<file path="config.mk">
export PLATFORM = sky130hd
export DESIGN_NAME = adaptive_step_ctrl
export DESIGN_NICKNAME = d
export VERILOG_FILES = /design/src/rtl/adaptive_step_ctrl.sv
export SDC_FILE = /design/constraint.sdc
export NUM_CORES = 1
export LEC_CHECK = 0
export BUFFER_PORTS_ARGS = -buffer_cell sky130_fd_sc_hd__buf_4
export CORE_ASPECT_RATIO = 0.8
export CORE_MARGIN = 10
export CORE_UTILIZATION = 55
export CTS_CLUSTER_DIAMETER = 50
export CTS_CLUSTER_SIZE = 20
export DETAILED_ROUTE_END_ITERATION = 16
export HOLD_SLACK_MARGIN = 0.08
export PLACE_DENSITY = 0.74
export SLEW_MARGIN = 20
export SYNTH_ARGS = -nofsm -noshare
export SYNTH_HDL_FRONTEND = slang
export SYNTH_SLANG_ARGS = --single-unit
</file>
<file path="constraint.sdc">
create_clock -name clk -period 27.1 [get_ports clk]
set_input_delay 4.065 -clock clk [delete_from_list [all_inputs] [get_ports clk]]
set_output_delay 4.065 -clock clk [all_outputs]
set_load 0.1 [all_outputs]
</file>
<file path="src/rtl/adaptive_step_ctrl.sv">
// Adaptive step-size controller: reduces |x_lo - x_hi| to an error, then rescales the step by SAFETY*clamp(tol/err).
// Define STEP_MAX_NORM_EN for an infinity-norm error; the default build uses a saturating L1 norm.
module adaptive_step_ctrl #(
    parameter int unsigned WORD_SIZE     = 16,
    parameter int unsigned ADDRESS_WIDTH = 16,
    parameter int unsigned FRAC_BITS     = 7,
    parameter int unsigned SAFETY        = 115,
    parameter int unsigned MIN_SCALE     = 32,
    parameter int unsigned MAX_SCALE     = 512,
    parameter int unsigned MAX_RETRIES   = 4
) (
    input  logic                     clk,
    input  logic                     rst,
    input  logic                     init,
    input  logic                     start,
    input  logic                     read_step,
    input  logic [WORD_SIZE-1:0]     step_in,
    input  logic [ADDRESS_WIDTH-1:0] x0_address,
    input  logic [ADDRESS_WIDTH-1:0] x1_address,
    input  logic [WORD_SIZE-1:0]     memory_data1,
    input  logic [WORD_SIZE-1:0]     memory_data2,
    output logic [ADDRESS_WIDTH-1:0] memory_address1,
    output logic [ADDRESS_WIDTH-1:0] memory_address2,
    output logic [WORD_SIZE-1:0]     step_out,
    output logic                     done,
    output logic                     proceed,
    output logic                     error_failure,
    output logic                     busy
);

    localparam int unsigned QW = WORD_SIZE + FRAC_BITS;
    localparam int unsigned CW = $clog2(QW + 1);
    localparam int unsigned RW = $clog2(MAX_RETRIES + 1);
    localparam int unsigned PW = 2 * WORD_SIZE + QW;

    localparam logic [3:0] S_IDLE   = 4'd0;
    localparam logic [3:0] S_INIT_A = 4'd1;
    localparam logic [3:0] S_INIT_B = 4'd2;
    localparam logic [3:0] S_INIT_C = 4'd3;
    localparam logic [3:0] S_ACC    = 4'd4;
    localparam logic [3:0] S_EVAL   = 4'd5;
    localparam logic [3:0] S_DIV    = 4'd6;
    localparam logic [3:0] S_SCALE  = 4'd7;
    localparam logic [3:0] S_DONE   = 4'd8;

    logic [3:0]               r_state, w_state_nxt;
    logic [WORD_SIZE-1:0]     r_n, r_tol, r_step, r_err, r_idx, r_rem;
    logic [QW-1:0]            r_quo;
    logic [CW-1:0]            r_cnt;
    logic [RW-1:0]            r_retry;
    logic                     r_accept, r_proceed, r_fail, r_done, r_busy;
    logic [ADDRESS_WIDTH-1:0] r_addr1, r_addr2;

    logic [WORD_SIZE-1:0]     w_idx_nxt, w_d, w_acc_nxt, w_rem_nxt, w_s;
    logic [ADDRESS_WIDTH-1:0] w_addr1_nxt, w_addr2_nxt;
    logic [WORD_SIZE:0]       w_rem_sh;
    logic                     w_ge, w_limit;
    logic [QW-1:0]            w_quo_nxt, w_scale;
    logic [PW-1:0]            w_prod, w_shift;
    logic [RW-1:0]            w_retry_inc;

    // State register
    always_ff @(posedge clk or posedge rst) begin
        if (rst) r_state <= S_IDLE;
        else     r_state <= w_state_nxt;
    end

    // Next state, element index and next-cycle memory addresses
    always_comb begin
        w_state_nxt = r_state;
        w_idx_nxt   = '0;
        w_addr1_nxt = '0;
        w_addr2_nxt = '0;
        case (r_state)
            S_IDLE: begin
                if (init)           w_state_nxt = S_INIT_A;
                else if (read_step) w_state_nxt = S_IDLE;
                else if (start)     w_state_nxt = S_ACC;
            end
            S_INIT_A: w_state_nxt = S_INIT_B;
            S_INIT_B: w_state_nxt = S_INIT_C;
            S_INIT_C: w_state_nxt = S_IDLE;
            S_ACC: begin
                w_idx_nxt = r_idx + WORD_SIZE'(1);
                if (r_idx == r_n) w_state_nxt = S_EVAL;
            end
            S_EVAL:   w_state_nxt = (r_err == '0) ? S_SCALE : S_DIV;
            S_DIV:    if (r_cnt == CW'(QW - 1)) w_state_nxt = S_SCALE;
            S_SCALE:  w_state_nxt = S_DONE;
            S_DONE:   w_state_nxt = S_IDLE;
            default:  w_state_nxt = S_IDLE;
        endcase
        case (w_state_nxt)
            S_INIT_A: w_addr2_nxt = ADDRESS_WIDTH'(1);
            S_INIT_B: w_addr1_nxt = ADDRESS_WIDTH'(2);
            S_ACC: begin
                if (w_idx_nxt < r_n) begin
                    w_addr1_nxt = x0_address + ADDRESS_WIDTH'(w_idx_nxt);
                    w_addr2_nxt = x1_address + ADDRESS_WIDTH'(w_idx_nxt);
                end
            end
            default: ;
        endcase
    end

    assign w_d = (memory_data1 >= memory_data2) ? (memory_data1 - memory_data2)
                                                : (memory_data2 - memory_data1);
`ifdef STEP_MAX_NORM_EN
    assign w_acc_nxt = (w_d > r_err) ? w_d : r_err;
`else
    logic [WORD_SIZE:0] w_sum;
    assign w_sum     = {1'b0, r_err} + {1'b0, w_d};
    assign w_acc_nxt = w_sum[WORD_SIZE] ? '1 : w_sum[WORD_SIZE-1:0];
`endif

    // One restoring-division iteration; dividend bits shift out of the quotient register
    assign w_rem_sh  = {r_rem, r_quo[QW-1]};
    assign w_ge      = (w_rem_sh >= {1'b0, r_err});
    assign w_rem_nxt = w_ge ? WORD_SIZE'(w_rem_sh - {1'b0, r_err}) : WORD_SIZE'(w_rem_sh);
    assign w_quo_nxt = {r_quo[QW-2:0], w_ge};

    assign w_scale = (r_quo < QW'(MIN_SCALE)) ? QW'(MIN_SCALE) :
                     (r_quo > QW'(MAX_SCALE)) ? QW'(MAX_SCALE) : r_quo;
    assign w_prod  = PW'(r_step) * PW'(SAFETY) * PW'(w_scale);
    assign w_shift = w_prod >> (2 * FRAC_BITS);
    assign w_s     = (|w_shift[PW-1:WORD_SIZE]) ? '1 :
                     (w_shift[WORD_SIZE-1:0] == '0) ? WORD_SIZE'(1) : w_shift[WORD_SIZE-1:0];

    assign w_retry_inc = (r_retry >= RW'(MAX_RETRIES)) ? r_retry : (r_retry + RW'(1));
    assign w_limit     = (w_retry_inc == RW'(MAX_RETRIES));

    // Datapath and registered outputs
    always_ff @(posedge clk or posedge rst) begin
        if (rst) begin
            r_n       <= '0;
            r_tol     <= '0;
            r_step    <= '0;
            r_err     <= '0;
            r_idx     <= '0;
            r_rem     <= '0;
            r_quo     <= '0;
            r_cnt     <= '0;
            r_retry   <= '0;
            r_accept  <= 1'b0;
            r_proceed <= 1'b0;
            r_fail    <= 1'b0;
            r_done    <= 1'b0;
            r_busy    <= 1'b0;
            r_addr1   <= '0;
            r_addr2   <= '0;
        end else begin
            r_idx   <= w_idx_nxt;
            r_addr1 <= w_addr1_nxt;
            r_addr2 <= w_addr2_nxt;
            r_done  <= (w_state_nxt == S_DONE);
            r_busy  <= (w_state_nxt != S_IDLE);
            case (r_state)
                S_IDLE: begin
                    if (!init && read_step)    r_step <= step_in;
                    if (w_state_nxt == S_ACC)  r_err  <= '0;
                end
                S_INIT_B: begin
                    r_n   <= memory_data1;
                    r_tol <= memory_data2;
                end
                S_INIT_C: begin
                    r_step    <= memory_data1;
                    r_retry   <= '0;
                    r_fail    <= 1'b0;
                    r_proceed <= 1'b0;
                end
                S_ACC: if (r_idx != '0) r_err <= w_acc_nxt;
                S_EVAL: begin
                    r_accept <= (r_err <= r_tol);
                    r_rem    <= '0;
                    r_cnt    <= '0;
                    r_quo    <= (r_err == '0) ? QW'(MAX_SCALE) : {r_tol, {FRAC_BITS{1'b0}}};
                end
                S_DIV: begin
                    r_rem <= w_rem_nxt;
                    r_quo <= w_quo_nxt;
                    r_cnt <= r_cnt + CW'(1);
                end
                S_SCALE: begin
                    if (r_accept) begin
                        r_step    <= w_s;
                        r_proceed <= 1'b1;
                        r_retry   <= '0;
                    end else begin
                        r_proceed <= 1'b0;
                        r_retry   <= w_retry_inc;
                        if (w_limit) r_fail <= 1'b1;
                        else         r_step <= w_s;
                    end
                end
                default: ;
            endcase
        end
    end

    assign memory_address1 = r_addr1;
    assign memory_address2 = r_addr2;
    assign step_out        = r_step;
    assign done            = r_done;
    assign proceed         = r_proceed;
    assign error_failure   = r_fail;
    assign busy            = r_busy;

endmodule

</file>
==> run summary, run 1 <==
chip height: 228.9 µm
yosys warns: 0
synthesized cell area: 0.03000 mm²
post-synthesis sequential area ratio: 0.1401
htree depth: 4
TritonCTS clock tree: yes
CTS Hold Bufs: 0
fmax: 0.07984 GHz
RSZ-0062 raised after global routing: no
worst-margin pin slew: 1.111 ns
top_reg_cell synth: dfrtp_1
drt via density: 5.345
Ant. Diodes: 0
crit-path most repeated cell: fa_1
final instance area: 0.03340 mm²
First-pass DRT Iterations: 6
routed len/inst: 16.80 µm
Tmin final: 12.52 ns
max incr delay on CP: 0.82 ns
largest net degree at the start of global routing: 97
biggest area consumer among synthesized cells: fa_1
Initial Util: 0.5564
Tcrit/Tclk final: 0.4622
Worst Setup Path Type: reg -> reg
Yosys cell types: 81
drt first-iter violations: 1899
drt drc: 0
# Post-CTS Setup Buffers: 0
number of top-level pins: 137
Worst Path Required: 27.37 ns
nets: 4600
root buffer cell: clkbuf_16
count leader, synth: inv_1
Post-synth top cells: 669 x inv_1, 480 x fa_1, 355 x ha_1, 301 x nand2_1, 204 x nor2_1
Die Footprint: 0.06434 mm²
final setup fails: 0
EDFF count, synth: 0
most flop-heavy register: r_quo
area share of the largest cell type after synthesis: 0.3203
critical path arrival: 12.80 ns
total negative slack: 0 ns
Setup crit end kind: flip-flop
outcome: complete, no violations
max reg flops: 23
Critical Path Fanout Max: 16
cell count after synthesis: 3296
final clock skew: 0.01773 ns
I/O Buffers: 136
initial antenna violation count: 0
Util after Layout: 0.6196
Setup crit start kind: flip-flop
Worst slew margin: 0.2541
largest cells by area after synthesis: fa_1 32%, ha_1 15%, dfrtp_1 14%
share of layout cells above drive strength 1: 0.06011
vias after detailed routing: 23490
Final Hold Fails: 0
dpl hpwl: 62650 µm
Filler Cell Count: 4689
core area: 0.05392 mm²
mean area per synthesized cell: 9.102 µm²
first-pass GRT wire length: 123300 µm
clk sinks: 168
row cnt: 76
CTS Buf Count: 17
fraction of registers with async set/reset: 1.000
Worst Hold Class: reg -> reg
#FFs+latches synth: 168
Tot GR Track Use: 0.2368
post-route ant nets: 0
remaining global-route overflow: 0
critical-path cell with the highest stage delay: xnor2_1
Area Overhead vs Synth: 11.35%
Clock Latency Late Sink: 0.45 ns
Die X-Extent: 281.1 µm
Pins Over Slew Limit: 0
Routed WL: 73860 µm
routability cong.: 0.9570
clk buf depth: 2
post_cts resized: 0
Area after DPL: 0.03285 mm²
number of global-route vias before repair: 23550
CTS clk-pin slew, worst paths: 0.06 ns
maxcap violations: 0
kinds of logic (layout without fill, tap and decap cells):
family | Yosys count | after routing | synth area share
AOI/OAI and AO/OA | 589 | 589 | 0.1271
xor gates and xnor gates | 138 | 138 | 0.04075
adders and majority gates | 835 | 835 | 0.4684
buffers and inverters | 752 | 852 | 0.09439
DFF | 168 | 168 | 0.1401
muxes | 18 | 18 | 0.006256
other | 2 | 299 | 0.0002503
and+or+nand+nor | 794 | 794 | 0.1227
cells in the final DEF (no fill, tap or decap), types with 40 or more instances in the layout:
cell     count
fa_1       480
xnor2_1     73
a31oi_1     40
buf_4      151
xor2_1      64
ha_1       355
o21ai_0    121
inv_1      668
a21oi_1    175
conb_1     299
a21o_1      55
dfrtp_1    168
nor2_1     200
nand3_1     48
nand2_1    301
worst max-delay path: cells and delay by family, from the launching register on:
kind	cells	cell delay, ns
flip-flops	1	0.58
buffers and inverters	5	0.24
adder cells (fa/ha/maj)	13	6.04
XOR/XNOR	1	0.82
AND/OR/NAND/NOR	7	1.79
AO/OA/AOI/OAI	10	2.86
metrics by stage:
| step | setup slack (ns) | hold WS [ns] | std cells |
|---|---|---|---|
| global route | 14.00 | 0.5011 | 4395 |
| finish | 14.58 | 0.4888 | 4395 |
| detailed placement | 14.83 | 0.4852 | 4363 |
| floorplan | 15.81 | 0.4574 | 3593 |
| CTS | 14.79 | 0.4933 | 4395 |
| global placement | 15.05 | 0.4825 | 4363 |
area by class of cell:
| cell class | count | area [µm²] | area share |
|---|---|---|---|
| Timing Repair Buffer | 151 | 1134 | 0.03394 |
| Multi-Input combinational cell | 2673 | 24130 | 0.7223 |
| Clock inverter | 15 | 118.9 | 0.003558 |
| Inverter | 669 | 2516 | 0.07532 |
| Clock buffer | 17 | 425.4 | 0.01274 |
| Sequential cell | 168 | 4204 | 0.1259 |
| Tap cell | 702 | 878.3 | 0.02629 |
worst paths after layout:
| path | from | end | slack, ns | cells after the start |
|---|---|---|---|---|
| max | step_out[0]$_DFFE_PP0P_ | step_out[7]$_DFFE_PP0P_ | 14.58 | 36 |
| min | r_cnt[4]$_DFFE_PP0P_ | r_cnt[4]$_DFFE_PP0P_ | 0.49 | 1 |
| max reg2reg | step_out[0]$_DFFE_PP0P_ | step_out[7]$_DFFE_PP0P_ | 14.58 | 36 |
| min reg2reg | r_cnt[4]$_DFFE_PP0P_ | r_cnt[4]$_DFFE_PP0P_ | 0.49 | 1 |
| max in group asynchronous | rst | r_tol[15]$_DFFE_PP0P_ | 21.76 | 3 |
| min in group asynchronous | rst | r_err[1]$_DFFE_PP0P_ | 3.78 | 2 |
metal layers:
metal	routed length [µm]	track usage
met5	0	0
met4	1109	0.03944
met3	6139	0.05244
met2	32840	0.3616
met1	33770	0.3439
Power of run 1 is left out: the tool's default activity adds up to more than one toggle a clock period on the data nets, which glitch-free logic cannot reach.
==> run 2, diff against run 1 <==
--- a/config.mk
+++ b/config.mk
@@ -5,6 +5,7 @@
 export SDC_FILE = /design/constraint.sdc
 export NUM_CORES = 1
 export LEC_CHECK = 0
+export ABC_AREA = 1
 export BUFFER_PORTS_ARGS = -buffer_cell sky130_fd_sc_hd__buf_4
 export CORE_ASPECT_RATIO = 0.8
 export CORE_MARGIN = 10
@@ -13,7 +14,7 @@
 export CTS_CLUSTER_SIZE = 20
 export DETAILED_ROUTE_END_ITERATION = 16
 export HOLD_SLACK_MARGIN = 0.08
-export PLACE_DENSITY = 0.74
+export PLACE_DENSITY = 0.76
 export SLEW_MARGIN = 20
 export SYNTH_ARGS = -nofsm -noshare
 export SYNTH_HDL_FRONTEND = slang
==> constraint.sdc (replaced) <==
create_clock -name clk -period 10.1 [get_ports clk]
set_input_delay 1.515 -clock clk [delete_from_list [all_inputs] [get_ports clk]]
set_output_delay 1.515 -clock clk [all_outputs]
set_load 0.1 [all_outputs]
==> run summary, run 2 <==
outcome: finished, violations left
failing checks: negative setup slack
First-pass DRT Iterations: 6
maxcap violations: 0
post-route ant nets: 0
final clock skew: 0.01704 ns
Critical Path Fanout Max: 7
Largest delay share family, worst path: adder cells
I/O Buffers: 136
Initial Util: 0.5530
chip height: 230.4 µm
largest net degree at the start of global routing: 99
largest cells by area after synthesis: fa_1 32%, ha_1 15%, dfrtp_1 14%
TritonCTS clock tree: yes
synthesized cell area: 0.03042 mm²
Pins Over Slew Limit: 0
commonest cells after routing, fill and taps aside: 870 x inv_1, 518 x nand2_1, 476 x fa_1, 341 x ha_1, 318 x buf_4
remaining global-route overflow: 0
Area after DPL: 0.03465 mm²
drt via density: 5.150
number of top-level pins: 137
number of global-route vias before repair: 25970
PnR worst setup slack: -0.3178 ns
max incr delay on CP: 0.56 ns
htree depth: 4
routability cong.: 1.021
drt drc: 0
root buffer cell: clkbuf_16
critical path arrival: 10.74 ns
Filler Cell Count: 4643
fraction of registers with async set/reset: 1.000
crit-path most repeated cell: fa_1
count leader, synth: inv_1
RSZ-0062 raised after global routing: yes
final setup fails: 16
post-synthesis sequential area ratio: 0.1382
CTS clk-pin slew, worst paths: 0.07 ns
top_reg_cell synth: dfrtp_1
fmax: 0.09599 GHz
biggest area consumer among synthesized cells: fa_1
Clock Latency Late Sink: 0.46 ns
Worst slew margin: 0.2181
critical-path cell with the highest stage delay: fa_1
dpl hpwl: 72880 µm
CP bufs+invs: 15
clk sinks: 168
drt first-iter violations: 2147
vias after detailed routing: 25750
Setup crit end kind: flip-flop
Tot GR Track Use: 0.2638
most common cell after layout, fill and taps aside: inv_1
Worst Setup Path Type: reg -> reg
Tmin final: 10.42 ns
Die Footprint: 0.06518 mm²
CTS Buf Count: 17
Worst Hold Class: reg -> reg
EDFF count, synth: 0
Final Hold Fails: 0
nets: 5154
routed len/inst: 17.16 µm
WHS: 0.4884 ns
Util after Layout: 0.6532
Routed WL: 85810 µm
Setup crit start kind: flip-flop
row cnt: 77
#FFs+latches synth: 168
max reg flops: 23
share of layout cells above drive strength 1: 0.1255
clk buf depth: 2
Area Overhead vs Synth: 18.12%
most flop-heavy register: r_quo
CTS Hold Bufs: 0
Tcrit/Tclk final: 1.031
worst-margin pin slew: 1.165 ns
Worst Path Required: 10.42 ns
Yosys cell types: 57
final instance area: 0.03593 mm²
Die X-Extent: 283.0 µm
core area: 0.05501 mm²
mean area per synthesized cell: 8.333 µm²
yosys warns: 0
cell count after synthesis: 3651
area share of the largest cell type after synthesis: 0.3159
first-pass GRT wire length: 137500 µm
Post-synth top cells: 891 x inv_1, 532 x nand2_1, 480 x fa_1, 355 x ha_1, 299 x nor2_1
initial antenna violation count: 3
==> run 2: tightest hold or removal path, cell delays in order, from the launching register on <==
cell and delay (ns):
dfrtp_1 0.34, nand2_1 0.05, o21ai_0 0.06
==> run 2: kinds of logic (layout without fill, tap and decap cells) <==
group | after synthesis | count (layout) | share of synthesized area
compound gates | 558 | 558 | 0.1064
xor+xnor | 107 | 107 | 0.03080
fa+ha+maj | 835 | 835 | 0.4619
buf+inv | 952 | 1251 | 0.1189
flops | 168 | 168 | 0.1382
mux | 4 | 4 | 0.001357
other cells | 2 | 302 | 0.0002469
simple gates | 1025 | 1025 | 0.1423
==> run 2: through the flow <==
| stage | setup slack [ns] | instances | TNS (ns) |
|---|---|---|---|
| final | -0.3178 | 5000 | -3.997 |
| after global routing | -0.6809 | 5000 | -9.829 |
| after CTS | -0.2089 | 4993 | -2.108 |
| after detailed placement | -0.3067 | 4949 | -2.787 |
| after global placement | -0.2055 | 4949 | -1.406 |
| after floorplan | 0.002106 | 3948 | 0 |
==> run 2: final timing paths <==
check | from | to | slack, ns | cells past startpoint
worst min-delay path | r_tol[11]$_DFFE_PP0P_ | r_tol[11]$_DFFE_PP0P_ | 0.49 | 2
worst max-delay path | step_out[1]$_DFFE_PP0P_ | step_out[15]$_DFFE_PP0P_ | -0.32 | 51
min in group asynchronous | rst | r_n[3]$_DFFE_PP0P_ | 1.21 | 2
worst max register to register | step_out[1]$_DFFE_PP0P_ | step_out[15]$_DFFE_PP0P_ | -0.32 | 51
worst min register to register | r_tol[11]$_DFFE_PP0P_ | r_tol[11]$_DFFE_PP0P_ | 0.49 | 2
max in group asynchronous | rst | step_out[2]$_DFFE_PP0P_ | 7.38 | 3
==> run 2: layout make-up <==
class                   instances  area [µm²]  share of cell area
flip-flops and latches        168        4213              0.1172
inverters                     897        3379             0.09405
multi-input cells            2828       24300              0.6763
well taps                     750       938.4             0.02611
repair buffers                322        2466             0.06863
clock inverters                13       183.9            0.005118
clock buffers                  19       442.9             0.01233
diodes                          3       7.507           0.0002089
==> run 2: repair_timing <==
action,in CTS,in global routing
buffers inserted,11,4
gates resized for setup,45,71
pin swaps,35,45
endpoints found under the setup margin,16,16
gates cloned,1,0
endpoints found under the hold margin,0,0
==> run 2: routing by layer <==
metal / global-route usage / vias up / wire, µm
met5: 0 / - / 0
li1: - / 12200 / -
met4: 0.07228 / 0 / 2154
met3: 0.07766 / 113 / 8923
met2: 0.3997 / 1076 / 37510
met1: 0.3646 / 12360 / 37220
Power of run 2 is left out for the same reason.
